<file path="config.mk">
export PLATFORM = sky130hd
export DESIGN_NAME = find_bkt_lvl_pipe
export DESIGN_NICKNAME = d
export VERILOG_FILES = /design/src/rtl/find_bkt_lvl_pipe.sv
export SDC_FILE = /design/constraint.sdc
export NUM_CORES = 1
export LEC_CHECK = 0
export BUFFER_PORTS_ARGS = -buffer_cell sky130_fd_sc_hd__buf_2
export CORE_UTILIZATION = 35
export CTS_CLUSTER_DIAMETER = 40
export DETAILED_ROUTE_END_ITERATION = 8
export GPL_TIMING_DRIVEN = 0
export PLACE_DENSITY = 0.69
export SLEW_MARGIN = 20
export SYNTH_ARGS = -nofsm -noshare
export SYNTH_HDL_FRONTEND = slang
export SYNTH_SLANG_ARGS = --single-unit
</file>
<file path="constraint.sdc">
create_clock -name clk -period 2.3 [get_ports clk]
set_input_delay 0.46 -clock clk [delete_from_list [all_inputs] [get_ports clk]]
set_output_delay 0.46 -clock clk [all_outputs]
set_load 0.05 [all_outputs]
</file>
<file path="src/rtl/find_bkt_lvl_pipe.sv">
// Descending level-state scan for the first level without a bucket, with optional mark write.
// First read 1 cycle after start; data valid RD_LATENCY cycles after each read; no backpressure.
module find_bkt_lvl_pipe #(
   parameter int WIDTH_LVL              = 16,
   parameter int WIDTH_BIN_ID           = 10,
   parameter int ADDR_WIDTH_LVLS_STATES = 9,
   parameter int RD_LATENCY             = 1,
   localparam int WIDTH_LVL_STATES      = WIDTH_BIN_ID + 1
) (
   input  logic                              clk,
   input  logic                              rst,
   input  logic                              start_find,
   input  logic                              abort_i,
   input  logic                              mode_mark_i,
   input  logic [WIDTH_LVL-1:0]              bkt_lvl_i,
   input  logic [WIDTH_LVL-1:0]              lvl_floor_i,
   output logic                              busy_o,
   output logic                              apply_find_o,
   output logic                              done_find,
   output logic                              found_o,
   output logic [WIDTH_LVL-1:0]              bkt_lvl_o,
   output logic [WIDTH_BIN_ID-1:0]           bkt_bin_o,
   output logic [ADDR_WIDTH_LVLS_STATES-1:0] ram_raddr_ls_o,
   input  logic [WIDTH_LVL_STATES-1:0]       ram_rdata_ls_i,
   output logic                              ram_we_ls_o,
   output logic [ADDR_WIDTH_LVLS_STATES-1:0] ram_waddr_ls_o,
   output logic [WIDTH_LVL_STATES-1:0]       ram_wdata_ls_o
);

   typedef enum logic [1:0] {IDLE, SCAN, MARK, DONE} state_t;

   state_t                  state, state_nxt;
   logic [WIDTH_LVL-1:0]    lvl_cnt;
   logic [WIDTH_LVL-1:0]    floor_q;
   logic                    mark_q;
   logic                    issue_act;
   logic [RD_LATENCY-1:0]   tag_vld;
   logic [WIDTH_LVL-1:0]    tag_lvl [RD_LATENCY];

   logic                    accept, rng_ok, issue, resp_vld, hit, miss_end, flush;
   logic [WIDTH_LVL-1:0]    resp_tag;
   logic [WIDTH_BIN_ID-1:0] resp_bin;

   assign accept   = (state == IDLE) && start_find;
   assign rng_ok   = (bkt_lvl_i >= lvl_floor_i);
   assign issue    = (state == SCAN) && issue_act && !abort_i;
   assign resp_vld = tag_vld[RD_LATENCY-1];
   assign resp_tag = tag_lvl[RD_LATENCY-1];
   assign resp_bin = ram_rdata_ls_i[WIDTH_LVL_STATES-1:1];
   assign hit      = (state == SCAN) && resp_vld && !ram_rdata_ls_i[0];
   // Responses return in issue order, so the floor tag is always the last one.
   assign miss_end = (state == SCAN) && resp_vld && ram_rdata_ls_i[0] && (resp_tag == floor_q);
   assign flush    = (state == SCAN) && (hit || miss_end || abort_i);

   always_ff @(posedge clk) begin
      if (rst) state <= IDLE;
      else     state <= state_nxt;
   end

   always_comb begin
      state_nxt = state;
      case (state)
         IDLE: if (accept) state_nxt = rng_ok ? SCAN : MARK;
         SCAN: begin
            if (abort_i)              state_nxt = IDLE;
            else if (hit || miss_end) state_nxt = MARK;
         end
         MARK: state_nxt = abort_i ? IDLE : DONE;
         DONE: state_nxt = IDLE;
         default: state_nxt = IDLE;
      endcase
   end

   always_ff @(posedge clk) begin
      if (rst) begin
         lvl_cnt   <= '0;
         floor_q   <= '0;
         mark_q    <= 1'b0;
         issue_act <= 1'b0;
         found_o   <= 1'b0;
         bkt_lvl_o <= '0;
         bkt_bin_o <= '0;
         tag_vld   <= '0;
         for (int i = 0; i < RD_LATENCY; i++) tag_lvl[i] <= '0;
      end else begin
         tag_vld[0] <= issue;
         tag_lvl[0] <= lvl_cnt;
         for (int i = 1; i < RD_LATENCY; i++) begin
            tag_vld[i] <= tag_vld[i-1];
            tag_lvl[i] <= tag_lvl[i-1];
         end
         if (flush) tag_vld <= '0;

         if (accept) begin
            lvl_cnt   <= bkt_lvl_i;
            floor_q   <= lvl_floor_i;
            mark_q    <= mode_mark_i;
            issue_act <= rng_ok;
            found_o   <= 1'b0;
            bkt_lvl_o <= '0;
            bkt_bin_o <= '0;
         end else if ((state == SCAN || state == MARK) && abort_i) begin
            issue_act <= 1'b0;
            found_o   <= 1'b0;
            bkt_lvl_o <= '0;
            bkt_bin_o <= '0;
         end else if (hit) begin
            issue_act <= 1'b0;
            found_o   <= 1'b1;
            bkt_lvl_o <= resp_tag;
            bkt_bin_o <= resp_bin;
         end else if (issue) begin
            // Stop at the floor rather than decrementing past it.
            if (lvl_cnt == floor_q) issue_act <= 1'b0;
            else                    lvl_cnt   <= lvl_cnt - WIDTH_LVL'(1);
         end
      end
   end

   assign busy_o         = (state == SCAN) || (state == MARK);
   assign apply_find_o   = busy_o;
   assign done_find      = (state == DONE) && !rst;
   assign ram_raddr_ls_o = issue ? lvl_cnt[ADDR_WIDTH_LVLS_STATES-1:0] : '0;
   assign ram_we_ls_o    = (state == MARK) && mark_q && found_o && !abort_i && !rst;
   assign ram_waddr_ls_o = ram_we_ls_o ? bkt_lvl_o[ADDR_WIDTH_LVLS_STATES-1:0] : '0;
   assign ram_wdata_ls_o = ram_we_ls_o ? {bkt_bin_o, 1'b1} : '0;

endmodule
</file>
==> Yosys cells after proc, flatten, opt, wreduce, memory -nomap -nowiden <==
Memories as Yosys holds them, arrays and structs flattened.
Index checks and enable logic that the tools add are counted.
Widths: inputs -> output; s select.
{ "classes": {"add_sub_neg": 1, "order_cmp": 1, "eq_ne": 10, "n_mux": 24, "reduce_logical": 30} }
{ "ops": {"columns": ["cell", "n"], "rows": [
  ["$mux 16", 6],
  ["$eq 16x16->1", 2],
  ["$mux 9", 2],
  ["$ge 16x16->1", 1],
  ["$reduce_or 16->1", 1],
  ["$sub 16x1->16 const B", 1],
  ["$logic_and 1x1->1", 14],
  ["$mux 11", 1],
  ["$mux 2", 5],
  ["$mux 1", 9],
  ["$ne 2x2->1 const B", 4],
  ["$pmux 2 s4", 1],
  ["$reduce_bool 4->1", 2],
  ["$eq 2x2->1 const B", 2],
  ["$reduce_and 2->1", 2],
  ["$reduce_and 4->1", 1],
  ["$logic_not 1->1", 3],
  ["$logic_or 1x1->1", 3],
  ["$ne 3x2->1 const B", 1],
  ["$reduce_or 3->1", 1],
  ["$eq 2x1->1 const B", 1],
  ["$logic_not 2->1", 1],
  ["$reduce_bool 2->1", 1],
  ["$reduce_or 2->1", 1]
]} }
{ "totals": {"reg_bits": 64, "ramBits": 16, "inputBits": 48, "out_inout_bits": 60, "wordCells": 76, "mem_count": 1} }
{ "mem_list": {"columns": ["memory", "depth", "word_bits", "rd", "rd_ports_with_merged_regs", "wr", "line_no", "text"], "rows": [
  ["tag_lvl", 1, 16, 1, 0, 1, "38", "logic [WIDTH_LVL-1:0] tag_lvl [RD_LATENCY];"]
]} }

==> Longest topological paths before layout <==
Gate-level depths: netlist of run 1.
{ "logic_depth": {"word_depth": 8, "depth_mapped": 8, "depth_no_buf": 7} }

==> Worst setup path before layout of run 1 <==
OpenSTA, ideal clock, no wires.
{ "synth_timing": {"kind": "reg-to-output", "start": "register state[0]", "end": "output ram_wdata_ls_o[1]", "arrival_ps": 2022, "required_ps": 1840, "path_slack_ps": -182, "stages_incl_launch_ff": 8, "path_buffers": 1, "path_cell_list": "dfxtp_1 -> inv_1 -> ha_1 -> nor2b_1 -> nand3_1 -> nor2_1 -> clkbuf_1 -> and2_1"} }
{ "synth_between": {"elab_chain_len": 6} }
{ "synth_lines": {"columns": ["element", "line_no", "text"], "rows": [
  ["from (decl)", "32", "state_t state, state_nxt;"],
  ["from (signal assigned)", "57", "else state <= state_nxt;"],
  ["$eq 2x2->1", "124", "assign ram_we_ls_o = (state == MARK) && mark_q && found_o && !abort_i && !rst;"],
  ["$logic_and 1x1->1 (4 in series)", "124", null],
  ["via ram_we_ls_o", "25", "output logic ram_we_ls_o,"],
  ["$mux 11", "126", "assign ram_wdata_ls_o = ram_we_ls_o ? {bkt_bin_o, 1'b1} : '0;"],
  ["to (decl)", "27", "output logic [WIDTH_LVL_STATES-1:0] ram_wdata_ls_o"]
]} }
The timed path passes the listed nets, and every way through them passes these cells.

==> Worst setup path after layout of run 1 <==
{ "layout_timing": {"start": "register state[0]", "end": "output ram_wdata_ls_o[8]"} }
{ "layout_between": {"elab_chain_len": 6} }
{ "layout_lines": {"columns": ["element", "line_no"], "rows": [
  ["$eq 2x2->1", "124"],
  ["$logic_and 1x1->1 (4 in series)", "124"],
  ["$mux 11", "126"]
]} }
Every way passes these cells.

==> results by group, run 1 <==
Status
  – Status: finished, final reports clean

Routing
  – DRC viols: 0
  – Final wirelength: 12.03 mm
  – Initial DRC Count: 299
  – Via Count: 4087
  – ANT nets after route: 0
  – Detailed Routing Iterations Pass 1: 4
  – Wire per inst: 15.30 um
  – DR vias/cell: 5.200

Floorplan
  – Total core area: 11470 sq um
  – Initial Util: 0.3604
  – Row cnt: 39
  – DIE HEIGHT: 110.7 um
  – Die area: 12250 sq um
  – Ports: 108
  – Die Width: 110.7 um

Clocking
  – Hold buffers post-CTS: 0
  – Worst skew pair latency: 0.33 ns
  – H-tree lvl count: 3
  – Clk buf depth: 2
  – Root buf cell: clkbuf_16
  – CTS tree: yes
  – Clk slew on worst S/H paths: 0.06 ns
  – Clock tree sinks: 80
  – Total CTS buffers: 9

Timing
  – Pins Over Slew Limit: 0
  – Final worst slack: 0.03336 ns
  – FMAX: 441.2 MHz
  – Setup-failing EPs final: 0
  – Fin crit period: ~2.3 ns
  – WHS: 0.3670 ns
  – RSZ-0062 raised after global routing: true
  – Slew @ Worst Pin: 0.7675 ns
  – Fin. Hold Viols: 0
  – Final Skew: 0.006219 ns
  – Relative slew margins: 0.4830
  – Final worst path period share: 0.9855

Final layout
  – Area grow syn2layout: 35.85%
  – Finished Core Util: 0.4896
  – Ant diodes: 0
  – Fin area: roughly 5600 sq um
  – Share of cells above drive strength 1: 0.2799
  – Nets@finish: 708

Logic synthesis
  – Top-count cell post-synth: nand2_1
  – Post-synth ARST share: 0
  – Sequential fraction of the synthesis area: 0.3875
  – Syn. warnings: 0
  – Synth Flop Type: dfxtp_1
  – Synth top cells by count: nand2_1, dfxtp_1, a21oi_1, xor2_1, and2_1
  – Top post-synthesis cells by area: dfxtp_1, nand2_1, ha_1
  – Number of enable flip-flop cells after synthesis: 0
  – Synthesized area: 4133 sq um
  – Top cell type's share of synthesized area: 0.3875
  – Synth area leader: dfxtp_1
  – Synthesized area per cell: just over 8 sq um
  – Post-synth cell types: 42
  – Mapped Nets: 583
  – Yosys reg bits: 80
  – Synth Instances: between 500 and 600

Flow run
  – Max Cap Violations: 0

Setup path
  – Worst reg2reg path startpoint: state[1]
  – Critical-path top delay cell: dfxtp_4
  – Worst path bufs/invs: 3
  – Critical Path Sink: ram_wdata_ls_o[8]
  – Register-to-register setup slack: between 0.1 and 0.15 ns
  – Crit path launch: state[0]
  – Worst setup EP type: output port
  – Worst setup SP type: register
  – Crit path depth: 8
  – CP cell instances: inv_4 > ha_4 > nor2b_4 > nand3_2 > nor2_4 > clkbuf_16 > and2_4 > buf_8
  – Crit Path Class: register to output port
  – Worst-path fanout max: 5
  – Critical Path AT: around 1.8 ns
  – R2R cell count: 8
  – Critical path's top delay family: simple AND/OR/NAND/NOR gates
  – RR Endpoint: lvl_cnt[10]
  – Crit-path max cell delay: 0.36 ns
  – CP Data Required Time: roughly 1.8 ns

Global routing
  – Largest net degree at the start of global routing: 16
  – Vias in the first global route: 3963
  – Grt total ovfl: 0
  – Initial antenna violation count: 0
  – Global-route wire length before repair: 18.84 mm
  – Gr usage total: 0.1888

Place
  – Worst slack at placement: -0.06874 ns
  – Buffers added on ports: between 100 and 150
  – DP HPWL: 9.278 mm
  – Placed Instance Area: 4848 sq um
  – GPL Wtd Cong: 0.9235

Hold path
  – Hold Path Class: primary input to register

Power
  – Max VDD drop: 0.0003648 V
  – Power Dens Cells: a little over 800 nW/um^2
  – Leakage: 2.470 nW
-- report_power, final --
group	total [mW]	switching, mW	leakage [nW]	internal, mW
sequential	1.86	0.271	0.654	1.59
combinational	1.31	0.787	1.68	0.527
clock	1.43	0.584	0.135	0.848
total	4.61	1.64	2.47	2.96
-- cell families (layout without fill, tap and decap cells) --
logic type | after synthesis | count (layout) | synth area share
and+or+nand+nor | 217 | 217 | 0.2658
buffers and inverters | 55 | 185 | 0.05631
DFF | 80 | 80 | 0.3875
adders and majority gates | 22 | 22 | 0.06661
xor gates and xnor gates | 32 | 32 | 0.06782
AOI/OAI and AO/OA | 107 | 107 | 0.1559
-- per-stage QoR --
step | total power, mW | setup TNS (ns) | instances
floorplan | 2.719 | 0 | 513
global placement | 3.069 | -0.07226 | 763
CTS | 4.544 | 0 | 779
detailed placement | 3.111 | -0.1511 | 763
finish | 4.606 | 0 | 786
global route | 4.829 | -0.09681 | 786
-- state kept, by name, summed over array words and instances, names as in the netlist, 2 cells and up --
signal	cells
state	2
bkt_lvl_o	16
floor_q	16
tag_lvl	16
lvl_cnt	16
bkt_bin_o	10
-- worst reg2reg max path: stages, from the launching register on --
cell      delay (ns)
dfxtp_2         0.35
inv_1           0.13
ha_4            0.18
and3b_2         0.23
nand4_1         0.12
or2_1           0.26
buf_4           0.17
or4_1           0.41
a311oi_2        0.25
-- how the worst min path moves through the flow --
stage	startpoint	depth (start not counted)	to	slack, ns
floorplan	mark_q	2	mark_q	0.44
global placement	bkt_bin_o[1]	2	bkt_bin_o[1]	0.45
detailed placement	bkt_lvl_o[11]	2	bkt_lvl_o[11]	0.45
CTS	ram_rdata_ls_i[7]	3	bkt_bin_o[6]	0.36
global route	ram_rdata_ls_i[7]	3	bkt_bin_o[6]	0.37
finish	ram_rdata_ls_i[7]	3	bkt_bin_o[6]	0.37
-- metal layers --
metal | track usage | vias up | wire (um)
li1 | - | 2015 | -
met1 | 0.2257 | 1904 | 5062
met2 | 0.3329 | 148 | 6015
met3 | 0.03882 | 20 | 700
met4 | 0.06756 | 0 | 247
met5 | 0 | - | 0
-- layout make-up --
cell class / instances / area [sq um]
Clock buffer: 9 / 225.2
Fill cell: 1086 / 5853
Buffer: 31 / 177.7
Timing Repair Buffer: 114 / 839.6
Multi-Input combinational cell: 378 / 2415
Sequential cell: 80 / 1608
Clock inverter: 7 / 77.57
Inverter: 24 / 92.59
Tap cell: 143 / 178.9
-- repair_timing --
action                                  CTS  global route
resized for setup                        59            71
setup buffers                             0             5
endpoints found under the setup margin   35            37
hold endpoints to repair                  0             0
gates cloned                              0             2
pin swaps                                 1             7
-- layout by cell type (no fill, tap or decap), types with 17 or more instances in the layout --
master	instances
nand2_1	95
buf_2	82
ha_1	20
buf_8	22
a21oi_1	50
xor2_1	31
inv_1	23
nor2_1	17
dfxtp_1	77
and2_4	19
No activity file was read; power rests on OpenSTA's default activity.
==> run 2: changes to the inputs <==
--- a/config.mk
+++ b/config.mk
@@ -6,4 +6,5 @@
 export NUM_CORES = 1
 export LEC_CHECK = 0
+export ABC_AREA = 1
 export BUFFER_PORTS_ARGS = -buffer_cell sky130_fd_sc_hd__buf_2
 export CORE_UTILIZATION = 35
@@ -11,5 +12,5 @@
 export DETAILED_ROUTE_END_ITERATION = 8
 export GPL_TIMING_DRIVEN = 0
-export PLACE_DENSITY = 0.69
+export PLACE_DENSITY = 0.68
 export SLEW_MARGIN = 20
 export SYNTH_ARGS = -nofsm -noshare
==> constraint.sdc (replaced) <==
create_clock -name clk -period 2.3 [get_ports clk]
set_input_delay 0.115 -clock clk [delete_from_list [all_inputs] [get_ports clk]]
set_output_delay 0.115 -clock clk [all_outputs]
set_load 0.05 [all_outputs]
==> results by group, run 2 <==
Setup path
  – Crit Path Class: register to register
  – Worst setup SP type: register
  – Worst-path fanout max: 10
  – Critical Path AT: 2.34 ns
  – CP Data Required Time: 2.53 ns
  – Critical-path top delay cell: dfxtp_1
  – Worst setup EP type: register
  – Crit-path max cell delay: 0.33 ns
  – CP cell instances: inv_1 > ha_1 > nand2_1 > inv_1 > nand2_1 > nor2_1 > nand2_2 > buf_6 > buf_6 > a21oi_1 > nor2_1

Power
  – Clock power share: 0.284
  – Power Dens Cells: 948.5 nW/um^2
  – Combinational Power Share: 0.372
  – Total power: between 5 and 6 mW
  – Sequential group share of total power: 0.344
  – Leakage: 2.839 nW
  – Cell Int Power: 3.093 mW
  – Net Sw Power: around 2.1 mW
  – Max VDD drop: between 0.0003 and 0.0004 V
  – Switching Share: 0.4067

Routing
  – Via Count: between 4k and 5k
  – ANT nets after route: 0
  – Initial DRC Count: 477
  – DR vias/cell: 4.747
  – DRC viols: 0
  – Detailed Routing Iterations Pass 1: 5
  – Wire per inst: 13.46 um
  – Final wirelength: between 10 and 15 mm

Logic synthesis
  – Synth Instances: 687
  – Syn. warnings: 0
  – Post-synth cell types: 30
  – Top post-synthesis cells by area: dfxtp_1, nand2_1, nor2_1
  – Yosys reg bits: 80
  – Sequential fraction of the synthesis area: 0.3603
  – Number of enable flip-flop cells after synthesis: 0
  – Synthesized area per cell: 6.471 sq um
  – Top cell type's share of synthesized area: 0.3603
  – Synth Flop Type: dfxtp_1
  – Mapped Nets: 757
  – Synthesized area: 4446 sq um
  – Post-synth ARST share: 0
  – Synth top cells by count: nand2_1, nor2_1, inv_1, dfxtp_1, a21oi_1
  – Top-count cell post-synth: nand2_1
  – Synth area leader: dfxtp_1

Final layout
  – Most frequent cells in the layout: nand2_1, nor2_1, buf_2
  – Commonest non-fill, non-tap cell in the layout: nand2_1
  – Finished Core Util: 0.4501
  – Nets@finish: 875
  – Seq. cell area: about 1600 sq um
  – Share of cells above drive strength 1: 0.1790
  – Ant diodes: 0
  – Layout fillers: about 1.3k
  – Area grow syn2layout: 23.64%
  – Area of the multi-input gates: between 2000 and 2500 sq um

Clocking
  – Clk slew on worst S/H paths: approximately 0.07 ns
  – H-tree lvl count: 3
  – Root buf cell: clkbuf_16
  – Worst skew pair latency: 0.34 ns
  – Total CTS buffers: 9
  – Post-CTS setup buffers: 0
  – CTS tree: yes
  – Clk buf depth: 2
  – Clock tree sinks: 80

Place
  – DP HPWL: 10.27 mm
  – Worst slack at placement: 0.2039 ns
  – Buffers added on ports: ~110
  – GPL Wtd Cong: roughly 0.87

Global routing
  – Met3 GRT Util: 0.04235
  – Global Route met1 Usage: 0.2803
  – Gr usage total: 0.2077
  – Grt total ovfl: 0
  – Met2 Use GR: 0.3341
  – Initial antenna violation count: 0
  – Busiest grt layer: met2
  – Largest net degree at the start of global routing: 16
  – Global-route wire length before repair: between 20 and 25 mm
  – Vias in the first global route: 4166

Timing
  – Slew @ Worst Pin: ~0.65 ns
  – Fin. Hold Viols: 0
  – Pins Over Slew Limit: 0
  – Final worst path period share: 0.9153
  – Final Skew: 0.01134 ns
  – Setup-failing EPs final: 0
  – FMAX: 475.0 MHz
  – RSZ-0062 raised after global routing: false
  – Relative slew margins: 0.5655
  – Fin Setup TNS: 0 ns
  – Final worst slack: 0.1947 ns
  – Fin crit period: 2.105 ns

Hold path
  – Hold Path Class: primary input to register

Floorplan
  – Initial Util: 0.3640
  – Die area: ~13000 sq um
  – DIE HEIGHT: 114.7 um
  – Total core area: 12210 sq um
  – Row cnt: 40
  – Die Width: between 100 and 150 um
  – Ports: 108

Status
  – Status: finished, final reports clean

Flow run
  – Max Cap Violations: 0
-- run 2: changes by cell type in the layout (fill, tap and decap cells not counted), sizes merged, moves of 9 or more --
cell and delta:
nor2 +109, nand2 +66, xor2 -16, o21ai +23, and2 -29, nor4 -10
nor2b -17, o31ai -9, inv +78, or4 -9, or3 -9, nand3 +24
a211oi +10, a31oi -10
-- run 2: cells by family after synthesis --
kind of cell               Yosys count  synth area share
xor gates and xnor gates            17           0.03349
buffers and inverters              130            0.1165
adders and majority gates           22           0.06192
muxes                                1          0.002252
AOI/OAI and AO/OA                  108            0.1300
and+or+nand+nor                    329            0.2955
DFF                                 80            0.3603
-- run 2: worst paths after layout --
| kind | startpoint | endpoint | slack [ns] | cells past startpoint |
|---|---|---|---|---|
| worst max-delay path | state[1] | lvl_cnt[0] | 0.19 | 11 |
| worst min-delay path | lvl_floor_i[14] | floor_q[14] | 0.04 | 3 |
| worst max register to register | state[1] | lvl_cnt[0] | 0.19 | 11 |
| worst min register to register | bkt_lvl_o[11] | bkt_lvl_o[11] | 0.47 | 2 |
-- run 2: metrics by stage --
stage	cell area [sq um]	std cells	hold WS, ns
after floorplan	4446	687	0.2277
after global placement	5191	962	0.3797
after detailed placement	5191	962	0.3873
after CTS	5494	978	0.03451
after global routing	5497	978	0.05383
final	5497	978	0.03952
-- run 2: critical path, delay by kind of cell (launching register included) --
kind | cells | cell delay [ns]
flip-flops | 1 | 0.33
buffers and inverters | 4 | 0.52
adder cells (fa/ha/maj) | 1 | 0.19
AND/OR/NAND/NOR | 5 | 0.83
AO/OA/AOI/OAI | 1 | 0.13
-- run 2: what timing repair did --
action,in CTS,in global routing
hold buffers,0,0
setup endpoints to repair,0,2
resized for setup,0,4
-- run 2: layout make-up --
type	count	share of cell area
multi-input cells	477	0.4232
flip-flops and latches	80	0.2914
repair buffers	107	0.09743
inverters	102	0.06966
clock buffers	9	0.04097
well taps	168	0.03824
plain buffers	28	0.02504
clock inverters	7	0.01411
-- run 2: routing by layer --
metal | up-vias | wire length, um
met5 | - | 0
met4 | 0 | 187
met3 | 14 | 901
met2 | 167 | 5840
met1 | 2086 | 6238
li1 | 2376 | -
-- run 2: power by group through the flow --
stage / logic [mW] / clock network [mW] / registers [mW]
2_1_floorplan: 1.47 / 0 / 1.75
3_3_place_gp: 1.88 / 0 / 1.81
3_5_place_dp: 1.90 / 0 / 1.82
4_1_cts: 1.91 / 1.49 / 1.78
5_1_grt: 2.20 / 1.56 / 1.81
6_report: 1.94 / 1.48 / 1.79
